## config.mk

```make
export PLATFORM = sky130hd
export DESIGN_NAME = seven_seg_scanner
export DESIGN_NICKNAME = d
export VERILOG_FILES = /design/src/rtl/otter_io_pkg.sv /design/src/rtl/hex_to_seg.sv /design/src/rtl/seven_seg_scanner.sv
export SDC_FILE = /design/constraint.sdc
export NUM_CORES = 1
export LEC_CHECK = 0
export CORE_MARGIN = 1
export CORE_UTILIZATION = 28
export CTS_BUF_LIST = sky130_fd_sc_hd__clkbuf_8 sky130_fd_sc_hd__clkbuf_16
export CTS_CLUSTER_DIAMETER = 40
export CTS_CLUSTER_SIZE = 16
export DETAILED_ROUTE_END_ITERATION = 10
export PLACE_DENSITY = 0.63
export SLEW_MARGIN = 20
export SYNTH_ARGS = -nofsm -noshare
export SYNTH_HDL_FRONTEND = slang
export SYNTH_SLANG_ARGS = --single-unit
export TNS_END_PERCENT = 30
```

## constraint.sdc

```tcl
create_clock -name CLK -period 5.57 [get_ports CLK]
set_input_delay 0.557 -clock CLK [delete_from_list [all_inputs] [get_ports CLK]]
set_output_delay 0.557 -clock CLK [all_outputs]
set_load 0.01 [all_outputs]
```

## src/rtl/otter_io_pkg.sv

```systemverilog
// OTTER IOBUS port map, seven-segment control-register layout and a digit-blanking helper.
package otter_io_pkg;

    localparam logic [31:0] SWITCHES_ADDR  = 32'h1100_8000;
    localparam logic [31:0] BUTTONS_ADDR   = 32'h1100_8004;
    localparam logic [31:0] LEDS_ADDR      = 32'h1100_C000;
    localparam logic [31:0] SEGS_ADDR      = 32'h1100_C004;
    localparam logic [31:0] ANODES_ADDR    = 32'h1100_C008;
    localparam logic [31:0] SSEG_DATA_ADDR = 32'h1100_C00C;
    localparam logic [31:0] SSEG_CTRL_ADDR = 32'h1100_C010;

    localparam int CTRL_EN_BIT    = 0;
    localparam int CTRL_BLANK_BIT = 1;
    localparam int CTRL_DP_LSB    = 4;

    typedef struct packed {
        logic [3:0] dp_mask;
        logic [1:0] rsvd;
        logic       blank;
        logic       en;
    } sseg_ctrl_t;

    // A digit is blankable when it and every more-significant nibble are zero.
    function automatic logic digit_blank(input logic [15:0] val, input logic [1:0] idx);
        logic res;
        case (idx)
            2'd0:    res = 1'b0;
            2'd1:    res = (val[15:4] == 12'h000);
            2'd2:    res = (val[15:8] == 8'h00);
            2'd3:    res = (val[15:12] == 4'h0);
            default: res = 1'b0;
        endcase
        return res;
    endfunction

endpackage

```

## src/rtl/hex_to_seg.sv

```systemverilog
// Hex nibble to active-low {g,f,e,d,c,b,a} glyph decode (Basys3 glyph set).
module hex_to_seg (
    input  logic [3:0] hex,
    output logic [6:0] seg
);

    // Glyph lookup
    always_comb begin
        seg = 7'h7F;
        case (hex)
            4'h0:    seg = 7'h40;
            4'h1:    seg = 7'h79;
            4'h2:    seg = 7'h24;
            4'h3:    seg = 7'h30;
            4'h4:    seg = 7'h19;
            4'h5:    seg = 7'h12;
            4'h6:    seg = 7'h02;
            4'h7:    seg = 7'h78;
            4'h8:    seg = 7'h00;
            4'h9:    seg = 7'h10;
            4'hA:    seg = 7'h08;
            4'hB:    seg = 7'h03;
            4'hC:    seg = 7'h46;
            4'hD:    seg = 7'h21;
            4'hE:    seg = 7'h06;
            4'hF:    seg = 7'h0E;
            default: seg = 7'h7F;
        endcase
    end

endmodule

```

## src/rtl/seven_seg_scanner.sv

```systemverilog
// IOBUS-mapped four-digit multiplexed seven-segment driver with frame-synchronous
// display update, leading-zero blanking and per-digit decimal points.
module seven_seg_scanner
    import otter_io_pkg::*;
#(
    parameter int REFRESH_DIV = 25000
) (
    input  logic        CLK,
    input  logic        RST_N,
    input  logic [31:0] iobus_addr,
    input  logic [31:0] iobus_out,
    input  logic        iobus_wr,
    output logic [31:0] rd_data,
    output logic        rd_hit,
    output logic [7:0]  segs,
    output logic [3:0]  an
);

    localparam int CNT_W = (REFRESH_DIV > 2) ? $clog2(REFRESH_DIV) : 1;
    localparam logic [CNT_W-1:0] TC_VAL = CNT_W'(REFRESH_DIV - 1);

    logic [15:0]      shadow_r;
    logic [15:0]      disp_r;
    sseg_ctrl_t       ctrl_r;
    logic [CNT_W-1:0] presc_r;
    logic [1:0]       idx_r;
    logic [3:0]       an_r;
    logic [7:0]       segs_r;

    logic             data_we_s;
    logic             ctrl_we_s;
    logic             tc_s;
    logic [3:0]       nibble_s;
    logic [6:0]       glyph_s;
    logic [3:0]       an_nxt_s;
    logic [7:0]       segs_nxt_s;

    assign data_we_s = iobus_wr && (iobus_addr == SSEG_DATA_ADDR);
    assign ctrl_we_s = iobus_wr && (iobus_addr == SSEG_CTRL_ADDR);
    assign tc_s      = (presc_r == TC_VAL);

    // Register write port; reserved ctrl bits are never stored
    always_ff @(posedge CLK or negedge RST_N) begin
        if (!RST_N) begin
            shadow_r <= 16'h0000;
            ctrl_r   <= '0;
        end else begin
            if (data_we_s) begin
                shadow_r <= iobus_out[15:0];
            end
            if (ctrl_we_s) begin
                ctrl_r.en      <= iobus_out[CTRL_EN_BIT];
                ctrl_r.blank   <= iobus_out[CTRL_BLANK_BIT];
                ctrl_r.dp_mask <= iobus_out[CTRL_DP_LSB +: 4];
                ctrl_r.rsvd    <= 2'b00;
            end
        end
    end

    // Free-running scan; display reloads from the pre-edge shadow only at frame wrap
    always_ff @(posedge CLK or negedge RST_N) begin
        if (!RST_N) begin
            presc_r <= '0;
            idx_r   <= 2'd0;
            disp_r  <= 16'h0000;
        end else if (tc_s) begin
            presc_r <= '0;
            idx_r   <= idx_r + 2'd1;
            if (idx_r == 2'd3) begin
                disp_r <= shadow_r;
            end
        end else begin
            presc_r <= presc_r + CNT_W'(1);
        end
    end

    // Active nibble select
    always_comb begin
        nibble_s = 4'h0;
        case (idx_r)
            2'd0:    nibble_s = disp_r[3:0];
            2'd1:    nibble_s = disp_r[7:4];
            2'd2:    nibble_s = disp_r[11:8];
            2'd3:    nibble_s = disp_r[15:12];
            default: nibble_s = 4'h0;
        endcase
    end

    hex_to_seg u_hex_to_seg (
        .hex (nibble_s),
        .seg (glyph_s)
    );

    // Next anode/cathode pattern; dp survives blanking
    always_comb begin
        an_nxt_s   = 4'hF;
        segs_nxt_s = 8'hFF;
        if (ctrl_r.en) begin
            an_nxt_s = ~(4'b0001 << idx_r);
            if (ctrl_r.blank && digit_blank(disp_r, idx_r)) begin
                segs_nxt_s = {~ctrl_r.dp_mask[idx_r], 7'h7F};
            end else begin
                segs_nxt_s = {~ctrl_r.dp_mask[idx_r], glyph_s};
            end
        end else begin
            an_nxt_s   = 4'hF;
            segs_nxt_s = 8'hFF;
        end
    end

    // Output registers
    always_ff @(posedge CLK or negedge RST_N) begin
        if (!RST_N) begin
            an_r   <= 4'hF;
            segs_r <= 8'hFF;
        end else begin
            an_r   <= an_nxt_s;
            segs_r <= segs_nxt_s;
        end
    end

    assign an   = an_r;
    assign segs = segs_r;

    // Read-back decode
    always_comb begin
        rd_data = 32'h0000_0000;
        rd_hit  = 1'b0;
        if (iobus_addr == SSEG_DATA_ADDR) begin
            rd_data = {16'h0000, shadow_r};
            rd_hit  = 1'b1;
        end else if (iobus_addr == SSEG_CTRL_ADDR) begin
            rd_data = {24'h00_0000, ctrl_r};
            rd_hit  = 1'b1;
        end else begin
            rd_data = 32'h0000_0000;
            rd_hit  = 1'b0;
        end
    end

endmodule

```

==> results.ini <==
[outcome]
outcome=finished clean

[timing]
finalCriticalPeriod_ps=3840
rsz0062_at_grt=no
postLayoutSetupSlackWorst_ps=1730
drv_slew=0
setup_tns_ps=0
hold_violations=0
hold-worst-slack_ps=399
fin_crit_sh=0.689
max_freq_ghz=0.261
max-slew-margin-rel=0.374
finClkSkew_ps=9.02
setup_viol=0
worst-slew-pin-transition_ps=936

[worst_hold_path]
hold_path.class=in -> async

[floorplanning]
design.portCount=112
die_h_um=113
dieArea_um2=12700
core-area_um2=12000
die_x_um=113
start_util=0.287
row_count=40

[global_routing]
grt_remaining_overflow=0
grt_use_total=0.121
grt_pass1_vias=2468
grt_max_degree=68
grt_first_pass_wirelength_um=12000
antenna_found_initial=0

[job]
cap_violations=0

[pwr]
p_sw_mw=0.211
ir_drop_uv=127
power_frac_seq=0.471
clkPwrFrac=0.476
p_leak_nw=2.01
p_sw_frac=0.204
pwr_density_cell_nw_per_um2=227
p_comb_frac=0.053
power.internal_mw=0.825

[critical_path]
cp_max_fo=10
rr_worst_depth=11
r2r-end=segs[6]$_DFF_PN1_
required_ps=5010
worstSetupPathType=in -> out
cp-endpoint=rd_data[11]
slowest_stage=or3_1
slowest_delay_ps=560
rrSetupSlack_ps=2990
path_delay_family=simple AND/OR/NAND/NOR gates
path_cells=clkdlybuf4s50_1 > nor4_1 > nand4_1 > or3_1 > nor3_2 > and2_1 > clkdlybuf4s50_1
crit_start=iobus_addr[16]
startpoint_type=input pin
rr_startpoint=idx_r[0]$_DFFE_PN0N_
cp-end-kind=output pin
arrival_ps=3280
crit_top_cell=clkdlybuf4s50_1
worst-path-stages=7
crit_buf_inv=2

[synth]
async_flop_share=1.00
ys_warn_count=0
synth_edf_count=0
synth-seq-cells=67
syn_avg_cell_area_um2=11.4
synth-seq-area-share=0.491
synth_ff_type=dfrtp_1
syn_inst=303
syn-cell-area_um2=3440
ys_types=45

[cts]
cts.sinks=67
clkTransAtPathRegs_ps=50
clk_latency_ps=330
ctsHoldBuffers=0
postCtsSetupBuffers=0
cts_made_buffers=9
cts_tree=built
root_buffer=clkbuf_16
cts.repair.resized=0
cts.path.max_buffers=2
cts_max_level=3

[placed_design]
placed_area_um2=4300
routabilityCongestion=0.808
dpl.hpwl_um=5390
portBuffers=79
dp_slack_ps=1670
place_inst=521

[finish]
antenna_cells=0
drive_gt1_frac=0.182
fill_cells=1193
syn_to_final_growth_pct=32.6
nets=464
final_area_um2=4570
final_cells=537

[drt]
num_vias=2579
drc_errors=0
ant_nets=0
first_pass_iters=5
routed_via_density=4.80
drtIter0Drc=145
avgRoutedWirePerCell_um=13.3
wl_um=7150

==> worst min-delay path by stage <==
stage,startpoint,to
global placement,presc_r[0]$_DFF_PN0_,presc_r[0]$_DFF_PN0_
floorplan,RST_N,ctrl_r[0]$_DFFE_PN0P_
global route,RST_N,shadow_r[8]$_DFFE_PN0P_
detailed placement,presc_r[0]$_DFF_PN0_,presc_r[0]$_DFF_PN0_
finish,RST_N,shadow_r[8]$_DFFE_PN0P_
CTS,RST_N,shadow_r[8]$_DFFE_PN0P_
==> state kept, by name, indices dropped and copies added (netlist names) <==
| register | count |
|---|---|
| an | 4 |
| segs | 8 |
| shadow_r | 16 |
| ctrl_r | 6 |
| presc_r | 15 |
| disp_r | 16 |
| idx_r | 2 |
==> synthesized netlist by cell type (2+ instances only) <==
| cell type | instances | area, um2 |
|---|---|---|
| o221ai_1 | 2 | 17.5 |
| nor3b_1 | 2 | 15.0 |
| nor4b_1 | 3 | 26.3 |
| xnor2_1 | 7 | 61.3 |
| a211oi_1 | 2 | 15.0 |
| inv_1 | 10 | 37.5 |
| clkbuf_1 | 5 | 18.8 |
| nand2_1 | 26 | 97.6 |
| o211ai_1 | 2 | 15.0 |
| o21ai_0 | 8 | 40.0 |
| nor4_1 | 10 | 62.6 |
| dfstp_2 | 12 | 315 |
| nand4_1 | 6 | 37.5 |
| nor2_1 | 24 | 90.1 |
| nor3_1 | 3 | 15.0 |
| dfrtp_1 | 55 | 1380 |
| buf_4 | 16 | 120 |
| mux2_2 | 30 | 338 |
| nand3_1 | 6 | 30.0 |
| mux2_4 | 10 | 150 |
| ha_1 | 12 | 150 |
| or3_1 | 2 | 12.5 |
| a21oi_1 | 6 | 30.0 |
| a22oi_1 | 10 | 75.1 |
| xor2_1 | 4 | 35.0 |
| and2_1 | 11 | 68.8 |
==> through the flow <==
step                       util  power [mW]
final                     0.380        1.04
after floorplan               -       0.513
after global placement    0.358       0.551
after global routing      0.380        1.08
after detailed placement  0.358       0.552
after CTS                 0.380        1.05
==> power by group through the flow <==
stage / combinational [mW] / sequential (mW) / clock [mW]
final: 0.0546 / 0.488 / 0.494
after global routing: 0.0605 / 0.487 / 0.535
after CTS: 0.0559 / 0.488 / 0.510
after detailed placement: 0.0558 / 0.496 / 0
after global placement: 0.0552 / 0.496 / 0
after floorplan: 0.0168 / 0.496 / 0
==> layer usage <==
| metal | wire length (um) | GRT usage | vias up |
|---|---|---|---|
| met5 | 0 | 0 | - |
| met4 | 97 | 0.0447 | 0 |
| met3 | 544 | 0.0445 | 9 |
| met2 | 3270 | 0.182 | 108 |
| met1 | 3240 | 0.158 | 1249 |
| li1 | - | - | 1213 |
==> kinds of logic after synthesis <==
logic type | after synthesis | share of synthesized area
simple gates | 99 | 0.150
flops | 67 | 0.491
mux | 42 | 0.151
compound gates | 37 | 0.0730
buf+inv | 34 | 0.0618
fa+ha+maj | 12 | 0.0436
xor+xnor | 11 | 0.0280
other cells | 1 | 0.00109
==> cell usage in the layout, fill, tap and decap left out, drive strengths merged, types with 6 or more instances in the layout <==
cell / Yosys / layout
o21ai: 8 / 8
inv: 10 / 13
clkdlybuf4s50: 0 / 78
dfrtp: 55 / 55
a22oi: 10 / 10
conb: 1 / 16
nand3: 6 / 6
ha: 12 / 12
nand2: 26 / 26
xnor2: 7 / 7
nor4: 10 / 10
a21oi: 6 / 6
dfstp: 12 / 12
nand4: 6 / 6
clkbuf: 5 / 10
nor2: 26 / 26
mux2: 40 / 40
and2: 11 / 11
==> final cells by class <==
type                    instances  area [um2]  area share
clock inverters                 6        26.3     0.00575
repair buffers                 80         793       0.174
flip-flops and latches         67        1690       0.370
multi-input cells             217        1600       0.349
inverters                      10        37.5     0.00822
well taps                     147         184      0.0403
clock buffers                  10         239      0.0523
Power figures use the tool's default switching activity.
